$ cat src/rtl/fir_stream_param.sv
// fir_stream_param: streaming FIR filter with a Wishbone control/tap register
// file, an AXI-Stream sample input and an AXI-Stream result output.
//
// Ports
//   clk, rst_n           : single rising-edge clock, asynchronous active-low reset
//   wbs_*                : Wishbone slave (single-cycle registered ack, full-word access)
//   ss_tvalid/ss_tready/ss_tdata/ss_tlast : sample input stream (ss_tlast unused)
//   sm_tvalid/sm_tready/sm_tdata/sm_tlast : filtered output stream
//
// Register map (byte addresses)
//   0x00 AP_CTRL  : bit0 ap_start (write 1), bit1 ap_done (sticky, clear on read), bit2 ap_idle
//   0x10 DATA_LEN : samples per run
//   0x14 TAP_NUM  : active taps, saturated to 1..MAX_TAPS
//   0x40 + 4k     : tap k
module fir_stream_param #(
    parameter int unsigned DATA_W   = 32,
    parameter int unsigned MAX_TAPS = 16
) (
    input  logic              clk,
    input  logic              rst_n,
    // Wishbone slave
    input  logic              wbs_cyc_i,
    input  logic              wbs_stb_i,
    input  logic              wbs_we_i,
    input  logic [3:0]        wbs_sel_i,
    input  logic [31:0]       wbs_adr_i,
    input  logic [DATA_W-1:0] wbs_dat_i,
    output logic              wbs_ack_o,
    output logic [DATA_W-1:0] wbs_dat_o,
    // sample input stream
    input  logic              ss_tvalid,
    output logic              ss_tready,
    input  logic [DATA_W-1:0] ss_tdata,
    input  logic              ss_tlast,
    // result output stream
    output logic              sm_tvalid,
    input  logic              sm_tready,
    output logic [DATA_W-1:0] sm_tdata,
    output logic              sm_tlast
);

    localparam int unsigned TN_W  = $clog2(MAX_TAPS + 1);
    localparam int unsigned IDX_W = (MAX_TAPS > 1) ? $clog2(MAX_TAPS) : 1;

    localparam logic [31:0] ADR_CTRL    = 32'h0000_0000;
    localparam logic [31:0] ADR_LEN     = 32'h0000_0010;
    localparam logic [31:0] ADR_TAPN    = 32'h0000_0014;
    localparam logic [31:0] ADR_TAP0    = 32'h0000_0040;
    localparam logic [31:0] ADR_TAP_END = 32'(64 + 4 * MAX_TAPS);

    typedef enum logic [1:0] {
        S_IDLE    = 2'd0,
        S_WAIT_IN = 2'd1,
        S_MAC     = 2'd2,
        S_OUT     = 2'd3
    } state_e;

    state_e              state_q;
    logic                idle_q;
    logic                done_q;
    logic [31:0]         data_len_q;
    logic [TN_W-1:0]     tap_num_q;
    logic [DATA_W-1:0]   taps_q [MAX_TAPS];
    logic [DATA_W-1:0]   x_q    [MAX_TAPS];
    logic [DATA_W-1:0]   acc_q;
    logic [IDX_W-1:0]    mac_idx_q;
    logic [31:0]         out_cnt_q;
    logic                ack_q;
    logic                acked_q;
    logic [DATA_W-1:0]   rd_dat_q;
    logic                ss_tready_q;
    logic                sm_tvalid_q;
    logic [DATA_W-1:0]   sm_tdata_q;
    logic                sm_tlast_q;

    logic                bus_req_c;
    logic                is_tap_c;
    logic [IDX_W-1:0]    tap_idx_c;
    logic [DATA_W-1:0]   rd_data_c;
    logic                mac_last_c;
    logic                unused_c;

    assign unused_c = ^{wbs_sel_i, ss_tlast};

    assign wbs_ack_o = ack_q;
    assign wbs_dat_o = rd_dat_q;
    assign ss_tready = ss_tready_q;
    assign sm_tvalid = sm_tvalid_q;
    assign sm_tdata  = sm_tdata_q;
    assign sm_tlast  = sm_tlast_q;

    // Address decode and read mux
    always_comb begin
        bus_req_c  = wbs_cyc_i & wbs_stb_i;
        is_tap_c   = (wbs_adr_i >= ADR_TAP0) && (wbs_adr_i < ADR_TAP_END) &&
                     (wbs_adr_i[1:0] == 2'b00);
        // tap k sits at word 16 + k; subtracting 16 yields k for in-range addresses
        tap_idx_c  = wbs_adr_i[IDX_W+1:2] - IDX_W'(16);
        mac_last_c = (TN_W'(mac_idx_q) == (tap_num_q - TN_W'(1)));
        rd_data_c  = '0;
        if (wbs_adr_i == ADR_CTRL) begin
            rd_data_c = DATA_W'({idle_q, done_q, 1'b0});
        end else if (wbs_adr_i == ADR_LEN) begin
            rd_data_c = DATA_W'(data_len_q);
        end else if (wbs_adr_i == ADR_TAPN) begin
            rd_data_c = DATA_W'(tap_num_q);
        end else if (is_tap_c) begin
            rd_data_c = taps_q[tap_idx_c];
        end
    end

    // Bus register file, control FSM and MAC datapath
    always_ff @(posedge clk or negedge rst_n) begin
        if (!rst_n) begin
            state_q     <= S_IDLE;
            idle_q      <= 1'b1;
            done_q      <= 1'b0;
            data_len_q  <= '0;
            tap_num_q   <= TN_W'(1);
            for (int i = 0; i < int'(MAX_TAPS); i++) begin
                taps_q[i] <= '0;
                x_q[i]    <= '0;
            end
            acc_q       <= '0;
            mac_idx_q   <= '0;
            out_cnt_q   <= '0;
            ack_q       <= 1'b0;
            acked_q     <= 1'b0;
            rd_dat_q    <= '0;
            ss_tready_q <= 1'b0;
            sm_tvalid_q <= 1'b0;
            sm_tdata_q  <= '0;
            sm_tlast_q  <= 1'b0;
        end else begin
            // One ack per cyc&stb assertion; re-armed once the request drops
            ack_q <= 1'b0;
            if (!bus_req_c) begin
                acked_q <= 1'b0;
            end
            if (bus_req_c && !acked_q) begin
                ack_q   <= 1'b1;
                acked_q <= 1'b1;
                if (wbs_we_i) begin
                    if (wbs_adr_i == ADR_CTRL) begin
                        if (wbs_dat_i[0] && (state_q == S_IDLE)) begin
                            for (int i = 0; i < int'(MAX_TAPS); i++) begin
                                x_q[i] <= '0;
                            end
                            out_cnt_q <= '0;
                            if (data_len_q == 32'd0) begin
                                done_q <= 1'b1;
                            end else begin
                                state_q     <= S_WAIT_IN;
                                idle_q      <= 1'b0;
                                ss_tready_q <= 1'b1;
                            end
                        end
                    end else if (state_q == S_IDLE) begin
                        if (wbs_adr_i == ADR_LEN) begin
                            data_len_q <= 32'(wbs_dat_i);
                        end else if (wbs_adr_i == ADR_TAPN) begin
                            if (wbs_dat_i == '0) begin
                                tap_num_q <= TN_W'(1);
                            end else if (wbs_dat_i > DATA_W'(MAX_TAPS)) begin
                                tap_num_q <= TN_W'(MAX_TAPS);
                            end else begin
                                tap_num_q <= TN_W'(wbs_dat_i);
                            end
                        end else if (is_tap_c) begin
                            taps_q[tap_idx_c] <= wbs_dat_i;
                        end
                    end
                end else begin
                    rd_dat_q <= rd_data_c;
                    if (wbs_adr_i == ADR_CTRL) begin
                        done_q <= 1'b0;
                    end
                end
            end

            case (state_q)
                S_WAIT_IN: begin
                    if (ss_tvalid) begin
                        for (int i = int'(MAX_TAPS) - 1; i > 0; i--) begin
                            x_q[i] <= x_q[i-1];
                        end
                        x_q[0]      <= ss_tdata;
                        acc_q       <= '0;
                        mac_idx_q   <= '0;
                        ss_tready_q <= 1'b0;
                        state_q     <= S_MAC;
                    end
                end
                S_MAC: begin
                    // Low DATA_W bits of the product are sign-independent, so plain wrap is exact
                    acc_q     <= acc_q + taps_q[mac_idx_q] * x_q[mac_idx_q];
                    mac_idx_q <= mac_idx_q + IDX_W'(1);
                    if (mac_last_c) begin
                        state_q <= S_OUT;
                    end
                end
                S_OUT: begin
                    // First OUT cycle registers the result; later cycles wait for the sink
                    if (!sm_tvalid_q) begin
                        sm_tvalid_q <= 1'b1;
                        sm_tdata_q  <= acc_q;
                        sm_tlast_q  <= ((out_cnt_q + 32'd1) == data_len_q);
                    end else if (sm_tready) begin
                        sm_tvalid_q <= 1'b0;
                        sm_tlast_q  <= 1'b0;
                        out_cnt_q   <= out_cnt_q + 32'd1;
                        if (sm_tlast_q) begin
                            state_q <= S_IDLE;
                            idle_q  <= 1'b1;
                            done_q  <= 1'b1;
                        end else begin
                            state_q     <= S_WAIT_IN;
                            ss_tready_q <= 1'b1;
                        end
                    end
                end
                default: begin
                end
            endcase
        end
    end

endmodule

$ cat config.mk
export PLATFORM = sky130hd
export DESIGN_NAME = fir_stream_param
export DESIGN_NICKNAME = d
export VERILOG_FILES = /design/src/rtl/fir_stream_param.sv
export SDC_FILE = /design/constraint.sdc
export NUM_CORES = 2
export LEC_CHECK = 0
export BUFFER_PORTS_ARGS = -buffer_cell sky130_fd_sc_hd__buf_4
export CAP_MARGIN = 20
export CORE_MARGIN = 3
export CORE_UTILIZATION = 23
export CTS_BUF_LIST = sky130_fd_sc_hd__clkbuf_8
export CTS_CLUSTER_SIZE = 10
export DETAILED_ROUTE_END_ITERATION = 10
export GPL_TIMING_DRIVEN = 1
export SYNTH_ARGS = -nofsm -noshare
export SYNTH_HDL_FRONTEND = slang
export SYNTH_SLANG_ARGS = --single-unit
$ cat constraint.sdc
create_clock -name clk -period 9.5 [get_ports clk]
set_input_delay 2.375 -clock clk [delete_from_list [all_inputs] [get_ports clk]]
set_output_delay 2.375 -clock clk [all_outputs]
set_load 0.02 [all_outputs]
==> flow_metrics.env <==
export IMPL_crit_required_ps=10340
export IMPL_drc_errors=0
export IMPL_root_buffer="clkbuf_8"
export IMPL_die_h_um=579.1
export IMPL_drv_slew=0
export IMPL_clockBufferDepth=4
export IMPL_area_delta_synth_final_pct=14.26
export IMPL_grt_usage=0.1328
export IMPL_worstPathArrival_ps=10020
export IMPL_finalPower_mw=10.29
export IMPL_via_count=52311
export IMPL_hold_viol=0
export IMPL_hold_ws_ps=441.1
export IMPL_overflow=0
export IMPL_die_area_um2=335300
export IMPL_coreArea_um2=325600
export IMPL_hold_path_class="reg2reg"
export IMPL_p_int_mw=7.798
export IMPL_avgSynthCellArea_um2=11.12
export IMPL_share_clk_of_total_power=0.463
export IMPL_min_period_over_period=0.9666
export IMPL_grt_pass1_vias=53576
export IMPL_p_sw_frac=0.2423
export IMPL_crit_slowest_cell="mux4_2"
export IMPL_fin_crit_ps=9183
export IMPL_synth_ff_latch_count=1202
export IMPL_max_slew_margin=0.2373
export IMPL_synth_cell_types=70
export IMPL_grt_max_degree=221
export IMPL_syn_nets=7469
export IMPL_max_slew_worst_pin_slew_ps=1144
export IMPL_vdd_drop_max_mv=0.09689
export IMPL_grt_pass1_wl_um=344100
export IMPL_htree_num_levels=4
export IMPL_fin_tns_setup_ps=0
export IMPL_layout_cells_non_filler=11338
export IMPL_async_flop_share=1.000
export IMPL_cpPeakStageDelay_ps=560
export IMPL_path_class="reg2reg"
export IMPL_syn_area_um2=75540
export IMPL_r2r_cells=31
export IMPL_clock_sinks=1202
export IMPL_wl_per_cell_um=19.81
export IMPL_synthCells=6796
export IMPL_antenna_found_initial=19
export IMPL_pin_count=176
export IMPL_floorplan_initialDensity=0.2320
export IMPL_place_inst=10985
export IMPL_gp_congestion=0.8673
export IMPL_numCtsBuffers=201
export IMPL_crit_top_cell="fa_1"
export IMPL_status="completed"
export IMPL_nets=7537
export IMPL_pwr_share_comb=0.036
export IMPL_viasPerCell=4.614
export IMPL_rsz0062_at_grt="no"
export IMPL_io_buffers=170
export IMPL_die_w_um=579.1
export IMPL_ys_warnings_count=0
export IMPL_max_freq_mhz=108.9
export IMPL_endpoint_kind="register"
export IMPL_tritoncts="built"
export IMPL_finalSetupViolCount=0
export IMPL_hpwl_um=153000
export IMPL_drt_pass1_iterations=5
export IMPL_cp_max_fo=40
export IMPL_worstSkewPairLatency_ps=980
export IMPL_drive_above_1_share=0.2532
export IMPL_synthFlopType="dfrtp_1"
export IMPL_clock_skew_ps=140.6
export IMPL_synth_edf_count=0
export IMPL_worstSetupStartpointType="register"
export IMPL_switchingPower_mw=2.493
export IMPL_seq_area_frac_synth=0.3982
export IMPL_wl_um=224600
export IMPL_sequentialPowerShare=0.501
export IMPL_ant_nets=0
export IMPL_drtIter0Drc=4504
export IMPL_rows=209
export IMPL_maxCapViolCount=0
export IMPL_hold_path_depth=2
export IMPL_powerDensity_nw_per_um2=119.2
export IMPL_power_leakage_nw=38.52
export IMPL_path_clk_slew_ps=70
[logic make-up (layout without fill, tap and decap cells)]
| logic type | after synthesis | count (layout) | synth area share |
|---|---|---|---|
| simple gates | 1931 | 1931 | 0.1042 |
| fa+ha+maj | 565 | 565 | 0.1371 |
| buf+inv | 1035 | 1249 | 0.05593 |
| compound gates | 864 | 864 | 0.06485 |
| xor+xnor | 141 | 141 | 0.01718 |
| other cells | 0 | 3 | 0 |
| mux | 1058 | 1058 | 0.2225 |
| flops | 1202 | 1202 | 0.3982 |
[flip-flops by register name, indices dropped and copies added (netlist names)]
| name | count |
|---|---|
| sm_tvalid | 1 |
| done_q | 1 |
| ss_tready | 1 |
| out_cnt_q | 32 |
| tap_num_q | 5 |
| data_len_q | 32 |
| idle_q | 1 |
| state_q | 2 |
| acc_q | 32 |
| acked_q | 1 |
| x_q | 512 |
| sm_tdata | 32 |
| wbs_dat_o | 32 |
| mac_idx_q | 4 |
| taps_q | 512 |
| wbs_ack_o | 1 |
| sm_tlast | 1 |
[layer usage]
metal,track usage,part of all wire
met1,0.1742,0.42
met3,0.02726,0.068
met4,0.04689,0.036
met5,0,0.00049
met2,0.2167,0.47
[cell usage after synthesis, drive strengths merged (97+ instances only)]
cell / count / area [um^2]
buf: 103 / 726.9
clkbuf: 401 / 1505
dfrtp: 1200 / 30030
fa: 438 / 8768
ha: 127 / 1589
inv: 531 / 1993
mux2: 584 / 6576
mux4: 437 / 9864
nand2: 1283 / 4818
nor2: 374 / 1404
o21ai: 647 / 3238
xnor2: 97 / 849.6
[final cells by class]
class / count / area, um^2
Clock buffer: 253 / 3482
Fill cell: 33937 / 239300
Multi-Input combinational cell: 4559 / 41540
Inverter: 531 / 1993
Clock inverter: 96 / 589.3
Sequential cell: 1202 / 30100
Tap cell: 4325 / 5411
Timing Repair Buffer: 369 / 3193
Antenna cell: 3 / 7.507
[layout by cell type, fill, tap and decap left out, types with 8 or more instances in the layout]
| cell type | synthesis | layout |
|---|---|---|
| xor2_1 | 39 | 39 |
| a22o_1 | 18 | 18 |
| mux2i_1 | 37 | 36 |
| a22oi_1 | 20 | 20 |
| nand4_1 | 13 | 13 |
| dfrtp_1 | 1200 | 1196 |
| nor2_4 | 0 | 11 |
| inv_1 | 530 | 585 |
| o21a_1 | 8 | 8 |
| xnor2_1 | 97 | 97 |
| fa_1 | 438 | 438 |
| nor4_1 | 25 | 25 |
| a221oi_2 | 4 | 9 |
| and2_1 | 16 | 16 |
| a31oi_1 | 13 | 13 |
| a221oi_1 | 41 | 29 |
| mux4_2 | 431 | 431 |
| and3_1 | 21 | 20 |
| nor3_1 | 21 | 18 |
| nand3_1 | 45 | 44 |
| nor2_1 | 374 | 362 |
| a21oi_1 | 42 | 42 |
| clkinv_2 | 0 | 26 |
| a21o_1 | 15 | 15 |
| mux2_2 | 584 | 584 |
| ha_1 | 127 | 127 |
| nor2b_1 | 32 | 30 |
| nand2_1 | 1282 | 1280 |
| o31ai_1 | 17 | 17 |
| nand2b_1 | 42 | 41 |
| buf_12 | 7 | 33 |
| or2_2 | 43 | 42 |
| clkbuf_8 | 0 | 254 |
| o21ai_0 | 643 | 640 |
| buf_4 | 15 | 334 |
[metrics by stage]
stage	util	setup WS, ps	instance area [um^2]
final	0.2651	316.9	86310
after CTS	0.2650	271.1	86290
after global placement	0.2525	363.3	82210
after global routing	0.2651	46.86	86310
after detailed placement	0.2525	320.9	82210
after floorplan	-	332.9	75540
[what timing repair did]
item / 4_1_cts / 5_1_grt
hold buffers: 0 / 0
setup endpoints to repair: 0 / 1
gates resized for setup: 0 / 0
hold endpoints to repair: 0 / 0
setup buffers: 0 / 1
[worst paths after layout]
kind | end | slack [ps] | start
max in group asynchronous | x_q[268]$_DFF_PN0_ | 6090 | rst_n
worst max-delay path | acc_q[30]$_DFFE_PN0P_ | 320 | mac_idx_q[0]$_DFFE_PN0P_
min in group asynchronous | taps_q[252]$_DFFE_PN0P_ | 1360 | rst_n
worst min-delay path | x_q[22]$_DFF_PN0_ | 440 | x_q[54]$_DFF_PN0_
worst min register to register | x_q[22]$_DFF_PN0_ | 440 | x_q[54]$_DFF_PN0_
worst max register to register | acc_q[30]$_DFFE_PN0P_ | 320 | mac_idx_q[0]$_DFFE_PN0P_
[worst max-delay path, delay by kind of cell, from the launching register on]
family                   cells  cell delay (ps)
adder cells (fa/ha/maj)      9             4330
AO/OA/AOI/OAI                9             1960
buffers and inverters        8              890
AND/OR/NAND/NOR              4              770
multiplexers                 1              560
flip-flops                   1              470
[power groups by stage]
stage | Combinational [mW] | Sequential [mW] | Clock (mW)
floorplan | 0.0994 | 5.28 | 0
finish | 0.374 | 5.16 | 4.76
CTS | 0.387 | 5.16 | 4.90
global route | 0.416 | 5.16 | 5.10
detailed placement | 0.386 | 5.25 | 0
global placement | 0.387 | 5.25 | 0
No activity file was read; power rests on OpenSTA's default activity.
